`src/rtl/cnt4_ctrl.sv`:
```
// 4-bit accumulating counter that drives an external combinational adder and
// folds its sum/carry back into count, with wrap/saturate modes and sticky overflow.
module cnt4_ctrl #(
  parameter bit SAT = 1'b0
) (
  input  logic       clk,
  input  logic       rst,
  input  logic       en,
  input  logic       load,
  input  logic [3:0] load_val,
  input  logic [3:0] step,
  input  logic       clr_ovf,
  output logic [3:0] add_a,
  output logic [3:0] add_b,
  input  logic [3:0] add_s,
  input  logic       add_c,
  output logic [3:0] count,
  output logic       tc,
  output logic       ovf,
  output logic [1:0] state
);

  typedef enum logic [1:0] {
    IDLE = 2'b00,
    RUN  = 2'b01,
    SATD = 2'b10
  } state_t;

  state_t     state_q, state_d;
  logic [3:0] count_q, count_d;
  logic       tc_q, tc_d;
  logic       ovf_q, ovf_d;
  logic       ovf_set;

  // The adder sees a zero operand while idle so its result never matters then.
  assign add_a = count_q;
  assign add_b = en ? step : 4'h0;

  always_comb begin
    count_d = count_q;
    tc_d    = 1'b0;
    ovf_d   = ovf_q;
    state_d = state_q;
    ovf_set = 1'b0;

    if (load) begin
      count_d = load_val;
      state_d = RUN;
    end else if (en) begin
      if (state_q == IDLE) state_d = RUN;
      if (add_c) begin
        tc_d    = 1'b1;
        ovf_set = 1'b1;
        if (SAT) begin
          count_d = 4'hF;
          state_d = SATD;
        end else begin
          count_d = add_s;
        end
      end else begin
        // Without a carry in SATD the step must be zero, so pin at full scale.
        count_d = (state_q == SATD) ? 4'hF : add_s;
      end
    end

    if (ovf_set) ovf_d = 1'b1;
    else if (clr_ovf) ovf_d = 1'b0;
  end

  always_ff @(posedge clk) begin
    if (rst) begin
      count_q <= 4'h0;
      tc_q    <= 1'b0;
      ovf_q   <= 1'b0;
      state_q <= IDLE;
    end else begin
      count_q <= count_d;
      tc_q    <= tc_d;
      ovf_q   <= ovf_d;
      state_q <= state_d;
    end
  end

  assign count = count_q;
  assign tc    = tc_q;
  assign ovf   = ovf_q;
  assign state = state_q;

endmodule

```
`config.mk`:
```
export PLATFORM = sky130hd
export DESIGN_NAME = cnt4_ctrl
export DESIGN_NICKNAME = d
export VERILOG_FILES = /design/src/rtl/cnt4_ctrl.sv
export SDC_FILE = /design/constraint.sdc
export NUM_CORES = 1
export LEC_CHECK = 0
export CORE_AREA = 4 4 41 43
export DETAILED_ROUTE_END_ITERATION = 6
export DIE_AREA = 0 0 45 47
export PLACE_DENSITY_LB_ADDON = 0.08
export SYNTH_ARGS = -nofsm -noshare
export SYNTH_HDL_FRONTEND = slang
export SYNTH_SLANG_ARGS = --single-unit
```
`constraint.sdc`:
```
create_clock -name clk -period 1 [get_ports clk]
set_clock_uncertainty 0.05 [all_clocks]
set_input_delay 0.3 -clock clk [delete_from_list [all_inputs] [get_ports clk]]
set_output_delay 0.3 -clock clk [all_outputs]
set_load 0.01 [all_outputs]
```
# --- Word-level counts from Yosys, hierarchy flattened ---
# Index checks and enable logic that the tools add are counted.
totals:
  regBits: 7
  latchBits: 0
  mem_bits_rw: 0
  mem_bits_ro: 0
  input_bits: 18
  output_inout_bits: 16
  wordCells: 20
  n_memories: 0
op_classes:
  add_sub_neg: 0
  n_mul: 0
  div: 0
  order_cmp: 0
  n_eq_ne: 0
  shifts: 0
  muxes: 11
  n_bitwise: 0
  n_reduce_logical: 5
ops:
  columns: ["operator", "count"]
  rows:
  - ["$mux W4", 3]
  - ["$mux W1", 8]
  - ["$reduce_bool A2 Y1", 3]
  - ["$logic_not A2 Y1", 1]
  - ["$reduce_and A2 Y1", 1]

# --- Depth between registers and ports, before layout ---
logic_depth:
  word_depth: 4
  ltp_mapped: 3
  depth_no_buf: 2

# --- Worst setup path after synthesis ---
# No wires, ideal clock.
synth_timing:
  path_kind: "input port to output port"
  startpoint: "input port en"
  endpoint: "output port add_b[0]"
  arrival_time_ps: 598
  required_time_ps: 650
  setup_slack_ps: 52
  cell_stages: 2
  path_cell_list: "buf_6 and2_2"
synth_via:
  elab_chain_len: 1
synth_lines:
  columns: ["item", "line", "text"]
  rows:
  - ["start: declaration", "8", "input logic en,"]
  - ["$mux W4", "37", "assign add_b = en ? step : 4'h0;"]
  - ["end: declaration", "14", "output logic [3:0] add_b,"]
# No other way between the ends.

# --- Final worst setup path ---
layout_timing:
  startpoint: "register count_q[3] (netlist: add_a[3])"
  endpoint: "output port add_a[3]"
layout_rtl:
  columns: ["item", "line", "text"]
  rows:
  - ["start: declaration", "30", "logic [3:0] count_q, count_d;"]
  - ["start signal: assignment", "77", "count_q <= count_d;"]
  - ["end: declaration", "13", "output logic [3:0] add_a,"]
# No word-level cell between the ends.

==> out/metrics.yaml <==
outcome: "finished, violations left"
violations: "setup timing"
reg2reg_from: "add_a[0]"
start_util_pct: 27.1
yosys_warnings: 0
holdCritPathClass: "reg -> reg"
grt_use_total_pct: 9.67
wl_per_cell_um: 10.5
maxCapViolCount: 0
antenna_left: 0
p_switching_uw: 191
fin_nets: 89
cts_root_buffer: "clkbuf_4"
ys_ff_latch: 7
syn_area_um2: 353
antenna_found_initial: 0
drive_gt1_share_pct: 52.9
rsz0062_at_grt: "yes"
mostFrequentLayoutCell: "buf_6"
htreeDepth: 1
ff2ff_path_depth: 2
leakagePower_nw: 0.328
power.clock.fraction_pct: 32.2
clock_sinks: 7
fmax_mhz: 951
cp_top_family: "flip-flops"
arrival_ns: 0.70
area_delta_synth_final_pct: 100
startpoint_type: "flip-flop"
seqCellArea_um2: 148
slew_viol_final: 0
cts_buffers: 3
grt_max_degree: 8
grt_first_pass_wirelength_um: 1390
fin_ws_ns: -0.0519
n_fill_cell: 137
end_kind: "output port"
worstSetupPathType: "reg -> out"
intPower_uw: 604
fp.dieArea_um2: 2120
power_frac_seq_pct: 39.6
route.detailed.drc: 0
required_ns: 0.65
period_share_pct: 105
vias: 369
cts_tree: "built"
vdd_drop_max_uv: 523
core_area_um2: 1300
via_per_inst: 4.34
cts_buffer_depth: 2
drtIter0Drc: 0
avgSynthCellArea_um2: 9.54
synth_nets: 55
ctsHoldBuffers: 0
hpwlAfterDp_um: 708
portBuffers: 32
path_clk_slew_ns: 0.05
ys_types: 14
ioPinCount: 34
powerDensity_nw_per_um2: 1130
crit_chain: "buf_2"
crit_end: "add_a[3]"
critPathBufInv: 1
n_antenna_cell: 0
timing.rr.end: "add_a[0]"
combPwrFrac_pct: 28.3
mostFrequentLayoutCells: "buf_6, clkdlybuf4s50_1, dfxtp_2"
multi_input_area_um2: 170
critical_path_depth: 1
insertion_delay_ns: 0.25
fin_crit_ns: 1.05
finalHoldViolations: 0
overflow: 0
hold_ws_ns: 0.428
fp.dieW_um: 45
grt_pass1_vias: 336
startpoint: "add_a[3]"
drtPass1Iterations: 1
cp_max_fo: 3
setup-violations-final: 11
cpPeakStageDelay_ns: 0.33
yosysSeqAreaShare_pct: 39.7
r2r_slack_ns: 0.23
syn_inst: 37
pre_cts_ws_ns: -0.890
swShare_pct: 24.0
cp_slowest_cell: "dfxtp_2"
wirelength_um: 895
routabilityCongestion: 0.641
die_y_um: 47
row_count: 13
-- power groups by stage --
stage	Clock (mW)	Combinational [mW]	Sequential (mW)
final	0.255	0.225	0.314
after global placement	0	0.220	0.314
after floorplan	0	0.0794	0.322
after detailed placement	0	0.220	0.314
after CTS	0.275	0.203	0.312
after global routing	0.286	0.241	0.317
-- routing by layer --
metal  track usage, %  routed length [um]  up-vias
met1             10.3                 322      160
li1                 -                   -      183
met3             4.60                 146        2
met4             8.77                  15        0
met2             14.1                 409       24
met5                0                   0        -
-- worst min-delay path by stage --
stage                     from   to  slack [ns]  cells past startpoint
after floorplan            rst  ovf        0.32                      1
after global placement     ovf  ovf        0.42                      2
after detailed placement   ovf  ovf        0.41                      2
after CTS                  ovf  ovf        0.43                      2
after global routing       ovf  ovf        0.44                      2
final                      ovf  ovf        0.43                      2
-- worst register-to-register path, delay by kind of cell (launching register included) --
kind | cells | cell delay (ns)
DFF | 1 | 0.35
AOI/OAI and AO/OA | 1 | 0.21
muxes | 1 | 0.07
-- layout make-up --
class,count,area share (%)
clock buffers,4,3.72
inverters,1,0.532
multi-input cells,23,24.1
flip-flops and latches,7,20.9
well taps,15,2.66
repair buffers,35,48.0
-- flip-flops by register name, summed over array words and instances, names as in the netlist --
signal  cells
add_a       4
state       1
ovf         1
tc          1
-- cells in the mapped netlist --
library cell | n | area (um2)
dfxtp_1 | 7 | 140
buf_4 | 5 | 37.5
a211oi_1 | 4 | 30.0
and2_2 | 4 | 30.0
mux2i_1 | 4 | 40.0
nor2b_1 | 4 | 25.0
nor2_1 | 2 | 7.51
a21oi_1 | 1 | 5.00
buf_6 | 1 | 11.3
conb_1 | 1 | 3.75
inv_1 | 1 | 3.75
nand2b_1 | 1 | 6.26
nand3b_1 | 1 | 7.51
nor3_1 | 1 | 5.00
-- per-stage QoR --
step / std cells / total power, mW / instance area (um2) / util, % / TNS [ns]
global placement: 80 / 0.534 / 658 / 50.6 / -8.51
global route: 85 / 0.844 / 706 / 54.2 / -0.867
detailed placement: 80 / 0.534 / 658 / 50.6 / -8.75
CTS: 85 / 0.789 / 651 / 50.0 / -0.722
finish: 85 / 0.794 / 706 / 54.2 / -0.486
floorplan: 37 / 0.401 / 353 / - / 0
-- cell families (layout without fill, tap and decap cells) --
logic type	after synthesis	after routing	synth area share, %
flip-flops	7	7	39.7
buffers and inverters	7	40	14.9
multiplexers	4	4	11.3
other	1	1	1.06
AND/OR/NAND/NOR	13	13	23.1
AO/OA/AOI/OAI	5	5	9.93
-- what timing repair did --
| action | 4_1_cts | 5_1_grt |
|---|---|---|
| setup buffers | 1 | 0 |
| endpoints found under the hold margin | 0 | 0 |
| resized for setup | 96 | 9 |
| pin swaps | 4 | 5 |
| endpoints found under the setup margin | 22 | 17 |
| cloned | 0 | 0 |
(Power assumes the default switching activity.)
